$ cat src/rtl/dcache_flush_ctrl_pkg.sv
// Shared sizing and state encoding for the dirty-table flush sequencer.
package dcache_flush_ctrl_pkg;

  // Index width and depth; must match the dirty table instantiated by the parent.
  localparam int unsigned DCACHE_INDEX_AW = 8;
  localparam int unsigned DCACHE_DEPTH    = 256;

  // Flush sequencer states.
  typedef enum logic [2:0] {
    ST_IDLE = 3'd0,
    ST_RD   = 3'd1,
    ST_CHK  = 3'd2,
    ST_WB   = 3'd3,
    ST_CLR  = 3'd4,
    ST_DONE = 3'd5
  } flush_state_e;

endpackage

$ cat src/rtl/dcache_flush_ctrl.sv
// Dirty-table arbiter and flush sequencer: passes core accesses through when
// idle, and on a flush walks every index, writing back and clearing dirty lines.
module dcache_flush_ctrl
  import dcache_flush_ctrl_pkg::*;
#(
  parameter int unsigned CACHE_INDEX_AW = DCACHE_INDEX_AW,
  parameter int unsigned CACHE_DEPTH    = DCACHE_DEPTH
) (
  input  logic                      clk,
  input  logic                      rst,
  input  logic                      flush_req_i,
  output logic                      flush_done_o,
  output logic                      busy_o,
  input  logic [CACHE_INDEX_AW-1:0] core_index_i,
  input  logic                      core_wr_en_i,
  input  logic                      core_wr_dirty_i,
  output logic                      core_rd_dirty_o,
  output logic [CACHE_INDEX_AW-1:0] tbl_index_o,
  output logic                      tbl_wr_en_o,
  output logic                      tbl_wr_dirty_o,
  input  logic                      tbl_rd_dirty_i,
  output logic                      wb_req_o,
  output logic [CACHE_INDEX_AW-1:0] wb_index_o,
  input  logic                      wb_ack_i
);

  localparam logic [CACHE_INDEX_AW-1:0] LAST_IDX = CACHE_INDEX_AW'(CACHE_DEPTH - 1);
  localparam logic [CACHE_INDEX_AW-1:0] IDX_ONE  = CACHE_INDEX_AW'(1);

  flush_state_e                r_state;
  logic [CACHE_INDEX_AW-1:0]   r_idx;
  logic                        r_busy;
  logic                        r_done;
  logic                        r_wb_req;
  logic [CACHE_INDEX_AW-1:0]   r_wb_index;

  flush_state_e                w_next_state;
  logic [CACHE_INDEX_AW-1:0]   w_next_idx;
  logic                        w_last;

  assign w_last = (r_idx == LAST_IDX);

  // Next-state and index-counter logic for the flush walk.
  always_comb begin
    w_next_state = r_state;
    w_next_idx   = r_idx;
    case (r_state)
      ST_IDLE: begin
        if (flush_req_i) begin
          w_next_state = ST_RD;
          w_next_idx   = '0;
        end
      end
      ST_RD:   w_next_state = ST_CHK;
      ST_CHK: begin
        if (tbl_rd_dirty_i) begin
          w_next_state = ST_WB;
        end else if (w_last) begin
          w_next_state = ST_DONE;
        end else begin
          w_next_state = ST_RD;
          w_next_idx   = r_idx + IDX_ONE;
        end
      end
      ST_WB: begin
        if (wb_ack_i) begin
          w_next_state = ST_CLR;
        end
      end
      ST_CLR: begin
        if (w_last) begin
          w_next_state = ST_DONE;
        end else begin
          w_next_state = ST_RD;
          w_next_idx   = r_idx + IDX_ONE;
        end
      end
      ST_DONE: w_next_state = ST_IDLE;
      default: w_next_state = ST_IDLE;
    endcase
  end

  // State, index and registered Moore outputs (decoded from the next state).
  always_ff @(posedge clk) begin
    if (rst) begin
      r_state    <= ST_IDLE;
      r_idx      <= '0;
      r_busy     <= 1'b0;
      r_done     <= 1'b0;
      r_wb_req   <= 1'b0;
      r_wb_index <= '0;
    end else begin
      r_state  <= w_next_state;
      r_idx    <= w_next_idx;
      r_busy   <= (w_next_state != ST_IDLE);
      r_done   <= (w_next_state == ST_DONE);
      r_wb_req <= (w_next_state == ST_WB);
      if (w_next_state == ST_WB) begin
        r_wb_index <= w_next_idx;
      end
    end
  end

  assign busy_o       = r_busy;
  assign flush_done_o = r_done;
  assign wb_req_o     = r_wb_req;
  assign wb_index_o   = r_wb_index;

  // Table port mux: core owns the table only in IDLE; core writes are dropped otherwise.
  always_comb begin
    tbl_index_o    = r_idx;
    tbl_wr_en_o    = 1'b0;
    tbl_wr_dirty_o = 1'b0;
    if (r_state == ST_IDLE) begin
      tbl_index_o    = core_index_i;
      tbl_wr_en_o    = core_wr_en_i;
      tbl_wr_dirty_o = core_wr_dirty_i;
    end else if (r_state == ST_CLR) begin
      tbl_wr_en_o    = 1'b1;
    end
  end

  assign core_rd_dirty_o = tbl_rd_dirty_i;

endmodule

$ cat config.mk
export PLATFORM = sky130hd
export DESIGN_NAME = dcache_flush_ctrl
export DESIGN_NICKNAME = d
export VERILOG_FILES = /design/src/rtl/dcache_flush_ctrl_pkg.sv /design/src/rtl/dcache_flush_ctrl.sv
export SDC_FILE = /design/constraint.sdc
export NUM_CORES = 1
export LEC_CHECK = 0
export CAP_MARGIN = 20
export CORE_MARGIN = 4
export CORE_UTILIZATION = 49
export DETAILED_ROUTE_END_ITERATION = 6
export PLACE_DENSITY = 0.83
export SLEW_MARGIN = 0
export SYNTH_ARGS = -nofsm -noshare
export SYNTH_HDL_FRONTEND = slang
export SYNTH_SLANG_ARGS = --single-unit
$ cat constraint.sdc
create_clock -name clk -period 4.8 [get_ports clk]
set_input_delay 1.44 -clock clk [delete_from_list [all_inputs] [get_ports clk]]
set_output_delay 1.44 -clock clk [all_outputs]
set_load 0.1 [all_outputs]
Yosys cells after proc, flatten, opt, wreduce, memory -nomap -nowiden:

Cells that the tools add are included.

* add/subtract/negate cells: 1
* $mul: 0
* div/mod/pow operators: 0
* order comparisons: 0
* equality and inequality tests: 7
* shift-type cells: 0
* multiplexer cells: 13
* bitwise gates (word level): 0
* reductions and logical operators: 2

Operators by type and width (count)
* $mux 8: 4
* $pmux 8 s3: 1
* $pmux 3 s5: 1
* $mux 3: 4
* $eq 3x2->1 const B: 3
* $add 8x1->8 const B: 1
* $eq 8x8->1 const B: 1
* $eq 3x3->1 const B: 2
* $eq 3x1->1 const B: 1
* $logic_not 3->1: 1
* $mux 1: 3
* $reduce_bool 3->1: 1

* register bits after elaboration: 22
* bits in latches: 0
* memory bits (writable): 0
* memory bits (read-only): 0
* input port bits: 15
* output and inout bits: 22
* logic and storage cells: 29
* memories kept: 0

Logic depth before layout (Yosys ltp):

Gate-level depths: netlist of run 1.

* depth after elaboration: 5
* gate-level depth with buffers: 6
* mapped depth without buffers: 6

Worst setup path before layout of run 1:

Ideal clock, no wire load.

* kind: register to output
* from: register r_state[0]
* to: output tbl_index_o[4]
* arrival time: 2.914 ns
* data required time: 3.360 ns
* setup slack: 0.446 ns
* cell stages (with the launch flop): 5
* buffers on the path: 2
* cell sequence: dfxtp_1 buf_2 nor3_1 buf_2 o21ai_0

* word-level cells in the longest chain between the ends: 2

RTL lines
* from (decl): RTL line dcache_flush_ctrl.sv:30 `flush_state_e r_state;`
* from (signal assigned): RTL line dcache_flush_ctrl.sv:93 `r_state <= w_next_state;`
* $logic_not 3->1: RTL line dcache_flush_ctrl.sv:114 `if (r_state == ST_IDLE) begin`
* $mux 8: RTL line dcache_flush_ctrl.sv:114
* to (decl): RTL line dcache_flush_ctrl.sv:18 `output logic [CACHE_INDEX_AW-1:0] tbl_index_o,`

No other way between the ends.

Worst setup path in the final report of run 1:

* from: input tbl_rd_dirty_i
* to: output core_rd_dirty_o

RTL lines
* from (decl): RTL line dcache_flush_ctrl.sv:21 `input logic tbl_rd_dirty_i,`
* to (decl): RTL line dcache_flush_ctrl.sv:17 `output logic core_rd_dirty_o,`

No word-level cell between the ends.

==> results.toml, run 1 <==
[power_and_ir_drop]
irDropWorstVdd_uv = 193
design_power_total_uw = 466
cellPowerDensity_mw_per_mm2 = 298
p_leak_uw = 0.000575

[yosys]
synth_edf_count = 0
ys_types = 41
yosys-top-cells-area = "dfxtp_1, a21oi_1, mux2_2"
seq_area_frac_synth_pct = 36.1
synth-seq-cells = 22
yosysTopAreaCell = "dfxtp_1"
synth_area_per_cell_um2 = 8.19
synth.top_cell.area_share_pct = 36.1
syn_area_mm2 = 0.00122
synth_warnings = 0
syn_nets = 165
async_reset_ff_share_pct = 0
syn_inst = 149
synth_top_flop_cell = "dfxtp_1"

[route]
routed_wl_um = 3250
drc = 0
routedWlPerCell_um = 15.5
drt_first_pass_iters = 4
vias = 1226
drt_iter0_drc = 61
antenna_left = 0
viasPerCell = 5.87

[worst_setup_path]
cp-end-kind = "output port"
crit_path_cell_trace = "clkdlybuf4s50_1 > buf_4"
critical_path_class = "in -> out"
cp_top_family = "buffers and inverters"
slowest_stage = "clkdlybuf4s50_1"
cpPeakStageDelay_ns = 0.58
cp_max_fo = 6
crit_path_start_kind = "input pin"
crit_required_ns = 3.36
worstPathArrival_ns = 2.36
path_buf_inv = 2

[worst_hold_path]
hold_class = "reg -> reg"

[timing]
fmax_mhz = 263
finalSetupTns_ns = 0
setup_viol = 0
slew_viol_final = 0
rsz0062_at_grt = "no"
holdWs_ns = 0.469
timing.final.crit_share_pct = 79.1
slew-limit-headroom_pct = 35.0
finalCriticalPeriod_ns = 3.80
hold_viol_final = 0
finalWorstSetupSlack_ns = 1.00
fin_skew_ns = 0.00148
worst_pin_slew_ns = 0.973

[floorplanning]
start_util_pct = 53.1
io_pins = 37
die_h_um = 57.9
core_mm2 = 0.00230
rows = 17
dieArea_mm2 = 0.00335
die_w_um = 57.9

[global_route]
grt_usage_pct = 20.4
grt_pass1_vias = 1173
antenna_found_initial = 0
grt_pass1_wl_um = 5430
grt_max_degree = 23
grt-ovfl-total = 0

[place]
dp_slack_ns = 1.00
dp_hpwl_um = 2330
io_buffers = 36
place_congestion = 0.855

[run_status]
status = "finished clean"

[cells_and_area]
antennaDiodeCount = 0
layout_common_cells = "clkdlybuf4s50_1, dfxtp_1, nor2_1, a21oi_1"
fin_nets = 198
synthToLayoutAreaGrowth_pct = 28.2
fin_util_pct = 68.1
drive_above_1_share_pct = 16.0
final_common_cell = "clkdlybuf4s50_1"

[clock_network]
cts_made_buffers = 3
clkSinkCount = 22
clockRootBuffer = "clkbuf_4"
clockBufferDepth = 2
cts_max_level = 1
insertion_delay_ns = 0.31
hold_buffers = 0
cts_setup_buffers = 0
cts_tree = "yes"
cts.reportedPaths.clkPinSlew_ns = 0.12
post_cts_resized = 0

[job]
max_cap_violations = 0
==> power breakdown <==
part	leakage [µW]	internal, µW	total (µW)	switching [µW]
logic	0.000376	46.1	168	122
clock network	0.0000210	46.3	102	56.0
registers	0.000178	188	195	7.14
==> worst paths after layout <==
| check | cells after the start | slack (ns) | end | from |
|---|---|---|---|---|
| max | 2 | 1.00 | core_rd_dirty_o | tbl_rd_dirty_i |
| min | 2 | 0.47 | wb_index_o[3]$_SDFFE_PP0N_ | wb_index_o[3]$_SDFFE_PP0N_ |
| max reg2reg | 5 | 2.70 | wb_index_o[1]$_SDFFE_PP0N_ | r_state[1]$_SDFF_PP0_ |
| min reg2reg | 2 | 0.47 | wb_index_o[3]$_SDFFE_PP0N_ | wb_index_o[3]$_SDFFE_PP0N_ |
==> Yosys cell counts (3+ instances only) <==
cell and n:
nor3_1 9, o21ai_0 5, inv_1 4, nor2_1 16, a211oi_1 6, nand2_1 12, o31ai_1 3, buf_2 4
dfxtp_1 22, a21oi_1 16, nand3_1 7, mux2_2 6, nor2b_1 3
==> worst min-delay path: stages (launching register included) <==
cell,delay (ns)
dfxtp_1,0.33
nand2_1,0.05
a21oi_1,0.05
==> layer usage <==
metal  part of all wire, %  GRT usage, %
met1                    44          26.9
met2                    48          32.6
met3                   7.3          4.45
met4                  0.86          7.62
met5                     0             0
==> stage by stage <==
step	cell area, µm²	instances
after floorplan	1220	149
after global placement	1530	205
after detailed placement	1530	205
after CTS	1560	209
after global routing	1560	209
final	1560	209
==> logic make-up after synthesis <==
kind of cell,synth area share [%]
buf+inv,6.77
mux,5.54
flops,36.1
compound gates,21.7
fa+ha+maj,1.03
simple gates,28.8
==> final cells by class <==
class,count,area [µm²]
well taps,28,35.0
repair buffers,37,340
flip-flops and latches,22,440
inverters,4,15.0
clock buffers,4,36.3
fillers,197,733
multi-input cells,114,697
==> sequential cells by signal (all words and copies together) (netlist names) <==
signal / flops
wb_index_o: 8
r_idx: 8
wb_req_o: 1
flush_done_o: 1
busy_o: 1
r_state: 3
Note: power is estimated with default switching activity, not from simulation.
==> inputs of run 2 (changes only) <==
- CORE_UTILIZATION: 49 -> 41
- PLACE_DENSITY: 0.83 -> 0.74
- clock period: 4.8 -> 3.3 ns (I/O delays scaled with it)
==> run 2 against run 1 <==
Compared with the run above: first-iteration DRC count shrank 30%; sequential share of layout area fell by 2.0 points; largest power group unchanged; clock power increased by 44%; clock skew about the same; sequential cell count unchanged; combinational power up 68%; final cell count grew 1.9%.
==> results.toml, run 2 (same netlist as run 1, synthesis figures left out) <==
[global_route]
grt-ovfl-total = 0
grt_pass1_wl_um = 5390
grt_usage_pct = 16.4
grt_max_degree = 23
antenna_found_initial = 0
grt_pass1_vias = 1205

[power_and_ir_drop]
internal_power_uw = 439
irDropWorstVdd_uv = 320
swShare_pct = 38.4
p_seq_share_pct = 39.8
clkPwrFrac_pct = 20.6
power_switching_uw = 274
cellPowerDensity_mw_per_mm2 = 423
design_power_total_uw = 713
p_leak_uw = 0.000646
power_frac_comb_pct = 39.6

[clock_network]
clockRootBuffer = "clkbuf_4"
cts_made_buffers = 3
cts_tree = "yes"
insertion_delay_ns = 0.31
clkSinkCount = 22
cts.reportedPaths.clkPinSlew_ns = 0.12
hold_buffers = 0
post_cts_resized = 0
cts_setup_buffers = 0
clockBufferDepth = 2
cts_max_level = 1

[worst_setup_path]
cp_max_fo = 1
critical_path_class = "in -> out"
worstPathArrival_ns = 1.87
crit_path_start_kind = "input pin"
cp-end-kind = "output port"
crit_required_ns = 2.31

[cells_and_area]
layout_common_cells = "dfxtp_1, nor2_1, a21oi_1, clkdlybuf4s50_1, buf_4"
nFillCells = 269
fin_util_pct = 60.1
synthToLayoutAreaGrowth_pct = 38.2
final_common_cell = "dfxtp_1"
drive_above_1_share_pct = 22.5
fin_nets = 199
layout.cells.non_filler = 213
antennaDiodeCount = 0

[place]
dp_hpwl_um = 2330
dpl.cell_count = 209
place_congestion = 0.908
dp_slack_ns = 0.438
io_buffers = 36

[floorplanning]
dieArea_mm2 = 0.00391
die_h_um = 62.5
core_mm2 = 0.00281
io_pins = 37
rows = 19
die_w_um = 62.5
start_util_pct = 43.5

[timing]
timing.final.crit_share_pct = 86.7
fin_skew_ns = 0.00159
worst_pin_slew_ns = 0.777
rsz0062_at_grt = "no"
slew_viol_final = 0
hold_viol_final = 0
finalCriticalPeriod_ns = 2.86
fmax_mhz = 349
setup_viol = 0
slew-limit-headroom_pct = 48.1
finalWorstSetupSlack_ns = 0.438

[route]
drc = 0
routed_wl_um = 3140
drt_first_pass_iters = 4
antenna_left = 0
drt_iter0_drc = 43
viasPerCell = 5.80
routedWlPerCell_um = 14.7
vias = 1235

[job]
max_cap_violations = 0

[worst_hold_path]
hold_class = "reg -> reg"

[run_status]
status = "finished clean"
-- run 2: cell count changes in the layout (fill, tap and decap cells not counted) --
cell	change
buf_12	+11
clkdlybuf4s50_1	-11
buf_4	+1
-- run 2: worst max-delay path: stages --
cell	delay, ns
clkdlybuf4s50_1	0.45
nor2_1	0.04
nor2_1	0.19
buf_12	0.20
-- run 2: final cells by class --
class	instances	area (µm²)	area share, %
Inverter	4	15.0	0.891
Sequential cell	22	440	26.1
Timing Repair Buffer	38	458	27.2
Clock buffer	4	36.3	2.15
Multi-Input combinational cell	114	697	41.4
Tap cell	31	38.8	2.30
-- run 2: final timing paths --
kind                               from                          to  slack, ns  depth (start not counted)
max                        core_wr_en_i                 tbl_wr_en_o       0.44                          4
min          wb_index_o[3]$_SDFFE_PP0N_  wb_index_o[3]$_SDFFE_PP0N_       0.46                          2
max reg2reg         r_idx[0]$_SDFF_PP0_  wb_index_o[1]$_SDFFE_PP0N_       1.46                          6
min reg2reg  wb_index_o[3]$_SDFFE_PP0N_  wb_index_o[3]$_SDFFE_PP0N_       0.46                          2
-- run 2: per-layer routing --
metal	wire length, µm	track usage, %
met5	0	0
met3	269	3.96
met4	32	3.86
met1	1370	20.2
met2	1470	28.6
-- run 2: stage by stage --
stage          setup TNS, ns  instance area, µm²  hold slack, ns
5_1_grt                    0                1690           0.511
3_5_place_dp               0                1650           0.448
3_3_place_gp               0                1650           0.442
6_report                   0                1690           0.460
4_1_cts                    0                1690           0.466
2_1_floorplan          -1.21                1220           0.511
-- run 2: power by group through the flow --
stage,clock network [µW],logic (µW),registers (µW)
after CTS,153,284,283
after floorplan,0,158,320
after detailed placement,0,283,289
after global routing,162,294,285
after global placement,0,281,288
final,147,282,283
